--- src/rtl/octagon_motion_ctrl.sv ---
// Frame-synchronous position/colour generator for the VGA octagon renderer.
// Auto-bounce or button-driven motion, with a host override word, all applied on rising vs_in.
module octagon_motion_ctrl #(
  parameter int         SPEED      = 4,
  parameter int         STEP       = 2,
  parameter int         X_LIM      = 255,
  parameter int         Y_LIM      = 188,
  parameter logic [7:0] COLOR_INIT = 8'hF0,
  parameter logic [7:0] COLOR_STEP = 8'h11
) (
  input  logic        clk,
  input  logic        rst,
  input  logic        vs_in,
  input  logic        mode,
  input  logic        btn_up,
  input  logic        btn_down,
  input  logic        btn_left,
  input  logic        btn_right,
  input  logic        btn_color,
  input  logic        cmd_valid,
  input  logic [31:0] cmd_data,
  output logic        cmd_ready,
  output logic [31:0] position,
  output logic        frame_strobe
);

  localparam logic signed [10:0] XL = 11'(X_LIM);
  localparam logic signed [10:0] YL = 11'(Y_LIM);
  localparam logic signed [10:0] SP = 11'(SPEED);
  localparam logic signed [10:0] ST = 11'(STEP);

  typedef enum logic [1:0] {IDLE = 2'd0, CALC = 2'd1, COMMIT = 2'd2} state_t;

  function automatic logic signed [10:0] sat_lim(input logic signed [10:0] v,
                                                 input logic signed [10:0] lim);
    if (v > lim)  return lim;
    if (v < -lim) return -lim;
    return v;
  endfunction

  function automatic logic signed [10:0] sm_to_int(input logic sgn, input logic [7:0] mag,
                                                   input logic signed [10:0] lim);
    logic signed [10:0] m;
    m = signed'({3'b000, mag});
    if (m > lim) m = lim;
    return sgn ? m : -m;
  endfunction

  // Zero maps to sign=1 so the renderer never sees a negative zero.
  function automatic logic [8:0] int_to_sm(input logic signed [9:0] v);
    logic signed [9:0] a;
    a = v[9] ? -v : v;
    return {~v[9], 8'(a)};
  endfunction

  state_t             state;
  logic               vs_d;
  logic [4:0]         btn_meta, btn_sync;
  logic               color_sync_d;
  logic               vld_p0, color_edge;
  logic               pending, use_cmd, color_pend, color_use, mode_l;
  logic [3:0]         btn_l;
  logic [25:0]        shadow;
  logic signed [9:0]  x, y;
  logic               dx_pos, dy_pos;
  logic [7:0]         colour;
  logic               cmd_unused;

  logic signed [10:0] xe, ye, sx, sy, nx, ny;
  logic               ndx, ndy, bounce;
  logic [7:0]         ncol, col_f;
  logic [8:0]         sm_x, sm_y;

  assign vld_p0     = vs_in & ~vs_d;
  assign color_edge = btn_sync[4] & ~color_sync_d;
  assign cmd_unused = ^cmd_data[29:24];

  // CALC stage: next position/direction/colour from the frame's latched inputs
  always_comb begin
    xe     = {x[9], x};
    ye     = {y[9], y};
    sx     = xe;
    sy     = ye;
    nx     = xe;
    ny     = ye;
    ndx    = dx_pos;
    ndy    = dy_pos;
    ncol   = colour;
    bounce = 1'b0;
    if (use_cmd) begin
      nx   = sm_to_int(shadow[25], shadow[23:16], XL);
      ny   = sm_to_int(shadow[24], shadow[15:8], YL);
      ncol = shadow[7:0];
    end else if (mode_l) begin
      sx = xe + (btn_l[3] ? ST : 11'sd0) - (btn_l[2] ? ST : 11'sd0);
      sy = ye + (btn_l[1] ? ST : 11'sd0) - (btn_l[0] ? ST : 11'sd0);
      nx = sat_lim(sx, XL);
      ny = sat_lim(sy, YL);
    end else begin
      sx = xe + (dx_pos ? SP : -SP);
      sy = ye + (dy_pos ? SP : -SP);
      if (sx >= XL) begin
        nx = XL;  ndx = 1'b0; bounce = 1'b1;
      end else if (sx <= -XL) begin
        nx = -XL; ndx = 1'b1; bounce = 1'b1;
      end else begin
        nx = sx;
      end
      if (sy >= YL) begin
        ny = YL;  ndy = 1'b0; bounce = 1'b1;
      end else if (sy <= -YL) begin
        ny = -YL; ndy = 1'b1; bounce = 1'b1;
      end else begin
        ny = sy;
      end
      if (bounce) ncol = colour + COLOR_STEP;
    end
  end

  // COMMIT stage: pending colour press and sign-magnitude packing
  assign col_f = colour + {7'd0, color_use};
  assign sm_x  = int_to_sm(x);
  assign sm_y  = int_to_sm(y);

  always_ff @(posedge clk) begin
    if (cmd_valid && cmd_ready) shadow <= {cmd_data[31:30], cmd_data[23:0]};
  end

  always_ff @(posedge clk or negedge rst) begin
    if (!rst) begin
      state        <= IDLE;
      vs_d         <= 1'b1;  // no spurious tick if vs_in is already high at release
      btn_meta     <= '0;
      btn_sync     <= '0;
      color_sync_d <= 1'b0;
      pending      <= 1'b0;
      cmd_ready    <= 1'b1;
      use_cmd      <= 1'b0;
      color_pend   <= 1'b0;
      color_use    <= 1'b0;
      mode_l       <= 1'b0;
      btn_l        <= '0;
      x            <= '0;
      y            <= '0;
      dx_pos       <= 1'b1;
      dy_pos       <= 1'b1;
      colour       <= COLOR_INIT;
      position     <= {2'b11, 6'b0, 8'd0, 8'd0, COLOR_INIT};
      frame_strobe <= 1'b0;
    end else begin
      vs_d         <= vs_in;
      btn_meta     <= {btn_color, btn_right, btn_left, btn_down, btn_up};
      btn_sync     <= btn_meta;
      color_sync_d <= btn_sync[4];
      frame_strobe <= 1'b0;
      if (cmd_valid && cmd_ready) begin
        pending   <= 1'b1;
        cmd_ready <= 1'b0;
      end
      if (color_edge) color_pend <= 1'b1;
      case (state)
        IDLE: if (vld_p0) begin
          state   <= CALC;
          mode_l  <= mode;
          btn_l   <= btn_sync[3:0];
          use_cmd <= pending;
          // The press being consumed leaves color_pend; a new edge this cycle stays pending.
          if (!pending) begin
            color_use  <= color_pend;
            color_pend <= color_edge;
          end else begin
            color_use  <= 1'b0;
          end
        end
        CALC: begin
          x      <= 10'(nx);
          y      <= 10'(ny);
          dx_pos <= ndx;
          dy_pos <= ndy;
          colour <= ncol;
          state  <= COMMIT;
        end
        COMMIT: begin
          colour       <= col_f;
          position     <= {sm_x[8], sm_y[8], 6'b0, sm_x[7:0], sm_y[7:0], col_f};
          frame_strobe <= 1'b1;
          if (use_cmd) begin
            pending   <= 1'b0;
            cmd_ready <= 1'b1;
          end
          state <= IDLE;
        end
        default: state <= IDLE;
      endcase
    end
  end

endmodule

--- config.mk ---
export PLATFORM = sky130hd
export DESIGN_NAME = octagon_motion_ctrl
export DESIGN_NICKNAME = d
export VERILOG_FILES = /design/src/rtl/octagon_motion_ctrl.sv
export SDC_FILE = /design/constraint.sdc
export NUM_CORES = 1
export LEC_CHECK = 0
export BUFFER_PORTS_ARGS = -buffer_cell sky130_fd_sc_hd__buf_2
export CAP_MARGIN = 30
export CORE_UTILIZATION = 55
export DETAILED_ROUTE_END_ITERATION = 7
export GPL_TIMING_DRIVEN = 0
export PLACE_DENSITY = 0.85
export SKIP_LAST_GASP = 1
export SYNTH_ARGS = -nofsm -noshare
export SYNTH_HDL_FRONTEND = slang
export SYNTH_SLANG_ARGS = --single-unit
--- constraint.sdc ---
create_clock -name clk -period 5.7 [get_ports clk]
set_input_delay 0.57 -clock clk [delete_from_list [all_inputs] [get_ports clk]]
set_output_delay 0.57 -clock clk [all_outputs]
set_load 0.02 [all_outputs]
# Word level (Yosys, flattened, before mapping)
# Index checks and enable logic that the tools add are counted.
dict set report op_classes {
  n_reduce_logical 9
  n_mux 70
  add_sub_neg 12
  eq_ne 5
  bitwise 8
  magnitude_cmp 9
}
# cell n
set op_table {}
lappend op_table {{$mux W10} 19}
lappend op_table {{$mux W8} 6}
lappend op_table {{$mux W1} 36}
lappend op_table {{$add A10 B11 Y11} 2}
lappend op_table {{$add A10 B3 Y11} 2}
lappend op_table {{$ge A11 B9 Y1 const B} 2}
lappend op_table {{$gt A11 B9 Y1 const B} 2}
lappend op_table {{$le A11 B9 Y1 const B} 2}
lappend op_table {{$lt A11 B9 Y1 const B} 2}
lappend op_table {{$mux W11} 2}
lappend op_table {{$sub A11 B3 Y11} 2}
lappend op_table {{$neg A8 Y8} 2}
lappend op_table {{$pmux W8 S2} 1}
lappend op_table {{$mux W2} 5}
lappend op_table {{$neg A10 Y10} 1}
lappend op_table {{$neg A8 Y10} 1}
lappend op_table {{$add A8 B1 Y8} 1}
lappend op_table {{$add A8 B5 Y8 const B} 1}
lappend op_table {{$gt A8 B8 Y1 const B} 1}
lappend op_table {{$reduce_and A4 Y1} 2}
lappend op_table {{$ne A3 B3 Y1 const B} 2}
lappend op_table {{$not A1 Y1} 6}
lappend op_table {{$reduce_bool A2 Y1} 3}
lappend op_table {{$pmux W2 S2} 1}
lappend op_table {{other kinds (8)} 9}
dict set report word_totals {
  register_bits 107
  input_bits 42
  elab_cells 133
}

# Logic depth before layout (Yosys ltp)
# Gate-level depths: netlist (run 1).
dict set report depth {
  depth_word 14
  mapped_depth 13
}

# Least setup slack after synthesis (run 1)
# OpenSTA, ideal clock, no wires.
dict set report synth_timing {
  path_kind {reg-to-reg}
  from {register dy_pos}
  to {register colour[1]}
  stages_incl_launch_ff 11
  required_ns 5.575
  setup_slack_ns 2.392
  setup_ns 0.125
  arrival_ns 3.183
  path_buffers 0
  period_less_slack_ns 3.308
  cell_sequence {dfstp_2 -> inv_1 -> ha_1 -> and2_1 -> a221o_1 -> o32a_1 -> xnor2_1 -> or4_1 -> a21boi_4 -> o311ai_4 -> mux2_4}
}
dict set report synth_via {
  elab_chain_len 9
  elab_cells_between_ends 10
  classes_between {add/sub (1); order compare (2); eq/ne (1); mux (5); reduce/logical (1)}
}
# element line
set synth_rtl {}
lappend synth_rtl {{from (decl)} 65} ;# logic dx_pos, dy_pos;
lappend synth_rtl {{from (signal assigned)} 179} ;# dy_pos <= ndy;
lappend synth_rtl {{$mux W11 *} 101} ;# sy = ye + (dy_pos ? SP : -SP);
lappend synth_rtl {{$add A10 B11 Y11 *} 101}
lappend synth_rtl {{$le A11 B9 Y1} 111} ;# end else if (sy <= -YL) begin
lappend synth_rtl {{$mux W1} 111}
lappend synth_rtl {{$mux W1 *} 109} ;# if (sy >= YL) begin
lappend synth_rtl {{$mux W1 *} 94} ;# end else if (mode_l) begin
lappend synth_rtl {{$mux W1 *} 90} ;# if (use_cmd) begin
lappend synth_rtl {{$ne A3 B3 Y1 (no line) *} -}
lappend synth_rtl {{$reduce_and A3 Y1 (no line) *} -}
lappend synth_rtl {{to (signal assigned)} 180} ;# colour <= ncol;
lappend synth_rtl {{to (signal assigned)} 184} ;# colour <= col_f;
lappend synth_rtl {{to (decl)} 66} ;# logic [7:0] colour;
# Every way passes the cells marked *; elsewhere a longest branch is shown, timed or not. The select of a mux whose other input is x is not followed.
# A chain may end at the register's enable or synchronous reset.

# Final worst setup path (run 1)
dict set report layout_timing {
  from {register y[1]}
  to {register y[5]}
}
dict set report layout_via {
  elab_chain_len 11
  elab_cells_between_ends 21
  classes_between {add/sub (3); order compare (4); mux (14)}
}
# element line
set layout_rtl {}
lappend layout_rtl {{from (decl)} 64} ;# logic signed [9:0] x, y;
lappend layout_rtl {{from (signal assigned)} 177} ;# y <= 10'(ny);
lappend layout_rtl {{$add A10 B3 Y11} 96} ;# sy = ye + (btn_l[1] ? ST : 11'sd0) - (btn_l[0] ? ST : 11'sd0);
lappend layout_rtl {{$sub A11 B3 Y11} 96}
lappend layout_rtl {{$lt A11 B9 Y1} 37} ;# if (v < -lim) return -lim;
lappend layout_rtl {{$mux W1 (2 in a row)} 37}
lappend layout_rtl {{$mux W1} 94}
lappend layout_rtl {{$mux W1} 90}
lappend layout_rtl {{$mux W10} 38} ;# return v;
lappend layout_rtl {{$mux W10} 37}
lappend layout_rtl {{$mux W10 *} 94}
lappend layout_rtl {{$mux W10 *} 90}
# Marked as above.

==> impl_metrics.ini, run 1 <==
[outcome]
status = finished clean

[logic_synthesis]
synth_top_area_share_pct = 23.5
synth_area_leaders = dfrtp_1, edfxtp_1, ha_1, dfstp_2, o21ai_0
yosysSeqAreaShare_pct = 39.6
synth_async_sr_flop_share_pct = 75.7
synthDistinctLibCells = 79
synth_area_per_cell_um2 = 9.24
yosysTopAreaCell = dfrtp_1
synth_ff_type = dfrtp_1
synthesis.area_um2 = 7130
synth-edff-count = 26
netlist_instances = 772
synth-seq-cells = 107
synth-warning-count = 0

[detailed_routing]
viasPerCell = 5.93
routed_wl_um = 16900
wire_per_inst_um = 16.4
via_count = 6108
drtAntennaViolNets = 0
dr.pass1.iters = 5
drc_errors = 0
drt_iter0_markers = 502

[clock_tree]
cts_root_buffer = clkbuf_16
cts_tree = yes
cts_buffers = 9
clock_latency_ns = 0.37
cts.path.max_buffers = 2
cts.clk_slew.worst_paths_ns = 0.08
cts_hold_buf = 0
cts_setup_buffers = 0
htreeDepth = 3
cts.repair.resized = 0
clock_sinks = 107

[worst_setup_path]
worstPathArrival_ns = 4.06
reg2reg_slack_ns = 1.93
cp_max_fo = 6
ff2ff_path_depth = 10
crit-reg2reg-capture = y[5]
setup.worst_path.end_class = flip-flop
worst-path-buf-inv = 1
max_stage_delay_ns = 0.87
crit_chain = inv_1 -> fa_1 -> nand2b_1 -> a2111oi_0 -> nor3_1 -> o21ai_0 -> a21oi_1 -> a31oi_1 -> a21boi_0 -> a32oi_1
crit_family = compound AO/OA/AOI/OAI gates
critPathLaunchType = flip-flop
critical_path_class = flip-flop to flip-flop
r2r-start = y[1]
required_ns = 5.99
slowest_stage = a2111oi_0

[timing]
rsz0062_at_grt = false
hold_violations = 0
clock.fmax_mhz = 265
relSlewSlack_pct = 34.4
holdWs_ns = 0.104
timing.final.ws_setup_ns = 1.93
setup_viol = 0
fin_crit_sh_pct = 66.1
drv_slew = 0
fin_skew_ns = 0.00937
layout_min_cycle_time_ns = 3.77
tns_ns = 0
max_slew.worst_pin.slew_ns = 0.959

[final_layout]
layout_commonest_cell = o21ai_0
drive_above_1_share_pct = 14.1
syn_to_final_growth_pct = 12.7
fin_cells = 1030
nets = 955
nFillCells = 1053
diodes = 0
stdcell_area_um2 = 8040
layout_common_cells = o21ai_0, nand2_1, dfrtp_1, nor2_1, buf_2

[power]
power_leakage_nw = 3.50
max-vdd-ir-drop_uv = 330
p_sw_mw = 2.59
p_int_mw = 2.73
p_clk_share_pct = 12.2
power_frac_comb_pct = 64.3
p_per_area_nw_per_um2 = 661
switching_share_pct = 48.7
seqPwrFrac_pct = 23.5

[global_routing]
grt_overflow = 0
antenna_found_initial = 0
grt_pass1_vias = 5743
grt_max_degree = 61
grt_pass1_wl_um = 28000
grt_usage_pct = 27.3

[job]
cap_violations = 0

[floorplanning]
dieHeight_um = 116
die-area_um2 = 13400
ios = 76
core_um2 = 12600
num_rows = 41
start_util_pct = 56.5
die_w_um = 116

[placement]
post-dp-hpwl_um = 12700
placedCellCount = 1014
portBuffers = 63
post_dp_cell_area_um2 = 7730
globalplace.congestion = 0.935
pre_cts_slack_ns = 2.02

[hold_path]
hold_path_class = primary input to asynchronous set/reset pin
[kinds of logic after synthesis]
family | count (synthesis) | synth area share, %
buffers and inverters | 84 | 4.89
AND/OR/NAND/NOR | 230 | 15.8
other | 1 | 0.0526
AO/OA/AOI/OAI | 237 | 21.7
adder cells (fa/ha/maj) | 60 | 11.2
XOR/XNOR | 42 | 5.16
multiplexers | 11 | 1.67
flip-flops | 107 | 39.6
[flip-flops by register name, summed over array words and instances, names as in the netlist]
| name | count |
|---|---|
| btn_l | 4 |
| btn_meta | 5 |
| btn_sync | 5 |
| cmd_ready | 1 |
| color_pend | 1 |
| color_sync_d | 1 |
| color_use | 1 |
| colour | 8 |
| dx_pos | 1 |
| dy_pos | 1 |
| frame_strobe | 1 |
| mode_l | 1 |
| pending | 1 |
| position | 26 |
| shadow | 26 |
| state | 2 |
| use_cmd | 1 |
| vs_d | 1 |
| x | 10 |
| y | 10 |
[worst max-delay path by stage]
stage	endpoint	start	slack, ns	cells past startpoint
3_5_place_dp	colour[1]	x[2]	2.02	11
2_1_floorplan	colour[1]	dy_pos	2.39	10
4_1_cts	colour[1]	x[2]	2.01	11
6_report	y[5]	y[1]	1.93	10
5_1_grt	y[4]	y[1]	1.77	13
3_3_place_gp	colour[1]	x[2]	2.09	11
[area by class of cell]
class | count | area, um2 | area share, %
clock inverters | 7 | 88.8 | 1.10
repair buffers | 65 | 360 | 4.48
inverters | 56 | 210 | 2.61
clock buffers | 9 | 225 | 2.80
flip-flops and latches | 107 | 2830 | 35.1
multi-input cells | 586 | 3980 | 49.5
well taps | 172 | 215 | 2.68
plain buffers | 28 | 139 | 1.73
[per-stage QoR]
step                      power (mW)  utilization, %
after floorplan                 3.82               -
after global placement          4.49            60.9
after detailed placement        4.58            61.2
after CTS                       5.26            63.7
after global routing            5.76            63.7
final                           5.31            63.7
[cells in the mapped netlist (3+ instances only)]
master / number
buf_4: 6
o31ai_1: 7
buf_1: 3
or3_1: 7
or2_2: 4
nand3_1: 10
xor2_1: 11
o21a_1: 8
a2bb2oi_1: 3
o21ai_0: 71
a31oi_1: 15
nand2_1: 67
nand4_1: 4
nor2b_1: 8
o22ai_1: 4
nand2b_1: 21
a21o_1: 3
and2_1: 3
xnor2_1: 31
nor4_1: 5
and3_1: 8
a22oi_1: 9
fa_1: 6
inv_1: 55
o21bai_1: 3
a21boi_0: 7
a32oi_1: 4
buf_2: 3
nor3_1: 10
a211oi_1: 8
o211ai_1: 6
edfxtp_1: 26
dfrtp_1: 67
ha_1: 54
nor2_1: 66
mux2i_1: 7
dfstp_2: 14
mux2_2: 3
nand3b_1: 3
a21oi_1: 55
clkbuf_1: 15
[per-layer routing]
metal,global-route usage [%],vias up,part of all wire (%)
li1,-,2927,-
met5,0,-,0
met4,9.32,0,2.0
met3,6.96,35,7.2
met2,44.8,243,47
met1,35.2,2903,44
[power groups by stage]
stage               Combinational (mW)  Clock [mW]  Sequential, mW
floorplan                         2.50           0            1.31
detailed placement                3.32           0            1.26
CTS                               3.36       0.657            1.25
finish                            3.42       0.647            1.25
global route                      3.79       0.685            1.28
global placement                  3.24           0            1.25
No activity file was read; power rests on OpenSTA's default activity.
==> inputs of run 2 (changes only) <==
CORE_UTILIZATION = 54   (was 55)
PLACE_DENSITY = 0.87   (was 0.85)
clock period = 3.25 ns   (was 5.7 ns; I/O delays follow)
==> run 2 against run 1 <==
Net effect: clock skew up 0.0014 ns; non-clock buffer count up 37; hold slack worse by 0.030 ns; critical path depth up 1; register-to-register slack worse by 2.1 ns; die area up 1.8%; global-route usage up 0.55 points; wire length up 13%; final cell count up 3.6%; critical endpoint is now colour[1]; worst setup slack worse by 2.1 ns; via count up 5.2%; fmax up 11%; the flow now finishes with violations (setup timing).
==> impl_metrics.ini, run 2 (synthesis results as in run 1) <==
[outcome]
violations = setup timing
status = finished, violations left

[timing]
setup_viol = 13
layout_min_cycle_time_ns = 3.40
drv_slew = 0
hold_violations = 0
holdWs_ns = 0.0737
fin_crit_sh_pct = 105
timing.final.ws_setup_ns = -0.148
fin_skew_ns = 0.0107
rsz0062_at_grt = true
relSlewSlack_pct = 42.3
clock.fmax_mhz = 294
max_slew.worst_pin.slew_ns = 0.853

[placement]
globalplace.congestion = 0.898
post-dp-hpwl_um = 12700
portBuffers = 63
post_dp_cell_area_um2 = 7740
pre_cts_slack_ns = -0.447

[final_layout]
diodes = 0
reg_top3 = position: 26 flops, shadow: 26 flops
drive_above_1_share_pct = 24.9
layout_commonest_cell = nand2_1
stdcell_area_um2 = 8740
seq_area_um2 = 2830
nFillCells = 922
multi_input_area_um2 = 4400
layout_common_cells = nand2_1, dfrtp_1, o21ai_0, buf_2, nor2_1
syn_to_final_growth_pct = 22.5
nets = 992

[global_routing]
grt_pass1_vias = 6110
grt_usage_pct = 27.9
grt_max_degree = 68
grt_overflow = 0
grt_pass1_wl_um = 29100
antenna_found_initial = 0

[worst_setup_path]
ff2ff_path_depth = 11
r2r-start = dx_pos
setup.worst_path.end_class = flip-flop
critical_path_class = flip-flop to flip-flop
max_stage_delay_ns = 0.56
worstPathArrival_ns = 3.65
crit_chain = clkinvlp_4 -> ha_4 -> nor2b_1 -> o22ai_2 -> xor2_1 -> a311o_1 -> mux2i_2 -> a21boi_4 -> o311ai_4 -> buf_12 -> mux2_4
cp-startpoint = dx_pos
crit_end = colour[1]
reg2reg_slack_ns = -0.15
crit-reg2reg-capture = colour[1]
cp_max_fo = 6
required_ns = 3.50
slowest_stage = dfstp_2
critPathLaunchType = flip-flop

[clock_tree]
cts.clk_slew.worst_paths_ns = 0.07
cts_root_buffer = clkbuf_16
cts_tree = yes
cts.path.max_buffers = 2
cts_buffers = 9
htreeDepth = 3
clock_latency_ns = 0.36
clock_sinks = 107

[detailed_routing]
wire_per_inst_um = 18.0
drtAntennaViolNets = 0
via_count = 6424
routed_wl_um = 19200
drt_iter0_markers = 475
viasPerCell = 6.02
drc_errors = 0
dr.pass1.iters = 7

[floorplanning]
num_rows = 41
start_util_pct = 55.9
die-area_um2 = 13700
dieHeight_um = 117
die_w_um = 117
ios = 76
core_um2 = 12800

[hold_path]
hold_path_class = primary input to flip-flop

[job]
cap_violations = 0
## run 2: cell count changes in the layout (fill, tap and decap cells not counted), sizes merged
cell | previous run | this run
clkinvlp | 0 | 4
clkinv | 4 | 2
clkbuf | 24 | 27
dlygate4sd3 | 0 | 1
inv | 59 | 54
buf | 78 | 114
## run 2: worst min path at each step
stage                   to  slack, ns  cells after the start        start
2_1_floorplan     btn_l[0]       0.03                      0          rst
3_3_place_gp   btn_sync[4]       0.33                      0  btn_meta[4]
3_5_place_dp     colour[3]       0.21                      1          rst
4_1_cts        btn_meta[3]       0.07                      1    btn_right
5_1_grt        btn_meta[1]       0.06                      1     btn_down
6_report       btn_meta[3]       0.07                      1    btn_right
## run 2: layout make-up
type	instances	area share, %
Buffer	28	1.66
Inverter	56	2.56
Tap cell	172	2.46
Sequential cell	107	32.3
Multi-Input combinational cell	586	50.3
Clock inverter	4	0.386
Timing Repair Buffer	102	7.60
Clock buffer	12	2.71
## run 2: metal layers
metal  GRT usage (%)  share of wire (%)  vias to the layer above
li1                -                  -                     3017
met5               0                  0                        -
met3            7.72                7.8                       61
met4            9.54                2.8                        0
met1            34.5                 41                     3030
met2            47.0                 48                      316
## run 2: per-stage QoR
| stage | instances | util (%) | TNS, ns |
|---|---|---|---|
| floorplan | 777 | - | 0 |
| detailed placement | 1014 | 60.6 | -6.53 |
| CTS | 1050 | 65.5 | -0.993 |
| finish | 1067 | 68.4 | -1.07 |
| global placement | 1012 | 60.3 | -4.47 |
| global route | 1067 | 68.4 | -2.39 |
## run 2: worst max-delay path, delay by kind of cell (launching register included)
kind / cells / cell delay (ns)
multiplexers: 2 / 0.51
AND/OR/NAND/NOR: 1 / 0.29
XOR/XNOR: 1 / 0.21
adder cells (fa/ha/maj): 1 / 0.35
buffers and inverters: 2 / 0.38
flip-flops: 1 / 0.56
AO/OA/AOI/OAI: 4 / 0.98
## run 2: what timing repair did
item | 4_1_cts | 5_1_grt
endpoints found under the hold margin | 8 | 0
hold buffers | 1 | 0
pin swaps | 15 | 31
setup buffers | 19 | 17
gates resized for setup | 43 | 54
endpoints found under the setup margin | 26 | 26
cloned | 0 | 0
Power of run 2 is not shown: default switching activity piles up to over one toggle a cycle in this logic, so the estimate is an artifact.
==> inputs of run 3 (changes only) <==
clock period = 3.1 ns   (was 3.25 ns; I/O delays follow)
==> run 3 against run 2 <==
Net effect: the run still ends with setup timing left; die area unchanged; sequential share of layout area fell by 0.80 points; count of clock-buffer cells in the layout is the same; register-to-register slack lost 0.19 ns; via count increased by 3.6%; worst setup slack got worse by 0.19 ns; core utilization increased by 1.7 points; hold slack got worse by 0.023 ns; design area is 2.5% higher; first-iteration DRC count rose by 46%; clock skew decreased by 0.0028 ns; largest cell class unchanged.
==> impl_metrics.ini, run 3 (synthesis results as in run 1) <==
[global_routing]
grt_overflow = 0
grt_pass1_vias = 6080
antenna_found_initial = 0
grt_max_degree = 43
grt_usage_pct = 28.6
grt_pass1_wl_um = 29700

[floorplanning]
dieHeight_um = 117
num_rows = 41
start_util_pct = 55.9
core_um2 = 12800
die-area_um2 = 13700
ios = 76
die_w_um = 117

[final_layout]
fin_cells = 1077
drive_above_1_share_pct = 26.9
layout_commonest_cell = nand2_1
stdcell_area_um2 = 8960
layout_common_cells = nand2_1, dfrtp_1, o21ai_0, buf_2, nor2_1
nets = 1002
reg_top3 = position: 26 flops, shadow: 26 flops
syn_to_final_growth_pct = 25.6
diodes = 0
nFillCells = 883

[detailed_routing]
viasPerCell = 6.18
via_count = 6653
drtAntennaViolNets = 0
drt_iter0_markers = 693
drc_errors = 0
wire_per_inst_um = 18.7
dr.pass1.iters = 6
routed_wl_um = 20100

[timing]
fin_crit_sh_pct = 111
setup_viol = 18
drv_slew = 0
relSlewSlack_pct = 48.2
fin_skew_ns = 0.00793
rsz0062_at_grt = true
clock.fmax_mhz = 291
hold_violations = 0
holdWs_ns = 0.0509
timing.final.ws_setup_ns = -0.336
layout_min_cycle_time_ns = 3.44
max_slew.worst_pin.slew_ns = 0.766

[worst_setup_path]
cp_max_fo = 7
r2r-start = dx_pos
slowest_stage = dfstp_2
critical_path_class = flip-flop to flip-flop
required_ns = 3.35
reg2reg_slack_ns = -0.34
max_stage_delay_ns = 0.57
crit_chain = inv_4 -> ha_4 -> a211o_1 -> and3_4 -> or4b_4 -> o311ai_4 -> mux2i_2 -> a21boi_4 -> o311ai_4 -> buf_12 -> mux2_4
setup.worst_path.end_class = flip-flop
cpMostUsedCell = o311ai_4
cp-startpoint = dx_pos
worstPathArrival_ns = 3.68
critPathLaunchType = flip-flop

[placement]
pre_cts_slack_ns = -0.679
globalplace.congestion = 0.898
post-dp-hpwl_um = 12700
portBuffers = 63
post_dp_cell_area_um2 = 7770
placedCellCount = 1014

[clock_tree]
cts_tree = yes
clock_sinks = 107
cts_root_buffer = clkbuf_16
htreeDepth = 3
cts_buffers = 9
cts.path.max_buffers = 2
cts.clk_slew.worst_paths_ns = 0.07
clock_latency_ns = 0.36

[job]
cap_violations = 0

[hold_path]
hold_path_class = primary input to flip-flop
hp-start = btn_left

[outcome]
violations = setup timing
status = finished, violations left
[run 3: metrics by stage]
step | util [%] | TNS, ns
2_1_floorplan | - | -0.117
3_3_place_gp | 60.5 | -8.39
3_5_place_dp | 60.8 | -9.56
4_1_cts | 67.2 | -1.55
5_1_grt | 70.2 | -4.32
6_report | 70.2 | -2.72
[run 3: worst max-delay path: cells and delay by family, from the launching register on]
kind / cells / cell delay [ns]
compound gates: 4 / 1.09
mux: 2 / 0.47
simple gates: 2 / 0.72
buf+inv: 2 / 0.23
fa+ha+maj: 1 / 0.23
flops: 1 / 0.57
[run 3: timing repair]
item,4_1_cts,5_1_grt
buffers inserted,28,17
gates cloned,1,0
hold endpoints to repair,33,0
pin swaps,22,29
gates resized for setup,56,49
setup endpoints to repair,26,26
hold buffers,1,0
[run 3: path summary, 6_finish.rpt]
| path | to | cells past startpoint |
|---|---|---|
| hold reg to reg | btn_sync[4] | 0 |
| setup reg to reg | colour[1] | 11 |
| min in group asynchronous | colour[3] | 2 |
| hold / removal | btn_meta[2] | 1 |
| setup / recovery | colour[1] | 11 |
| max in group asynchronous | position[31] | 3 |
[run 3: per-layer routing]
metal	GRT usage (%)	vias to the layer above	share of wire, %
li1	-	3036	-
met4	13.3	0	4.2
met3	4.12	92	8.1
met5	0	-	0
met2	47.1	384	48
met1	37.6	3141	40
[run 3: layout make-up]
type	count	area, um2	area share [%]
Multi-Input combinational cell	586	4490	50.1
Sequential cell	107	2830	31.5
Timing Repair Buffer	112	748	8.35
Clock buffer	12	256	2.86
Inverter	56	225	2.51
Tap cell	172	215	2.40
Buffer	28	145	1.62
Clock inverter	4	58.8	0.656
Power of run 3 is left out for the same reason.
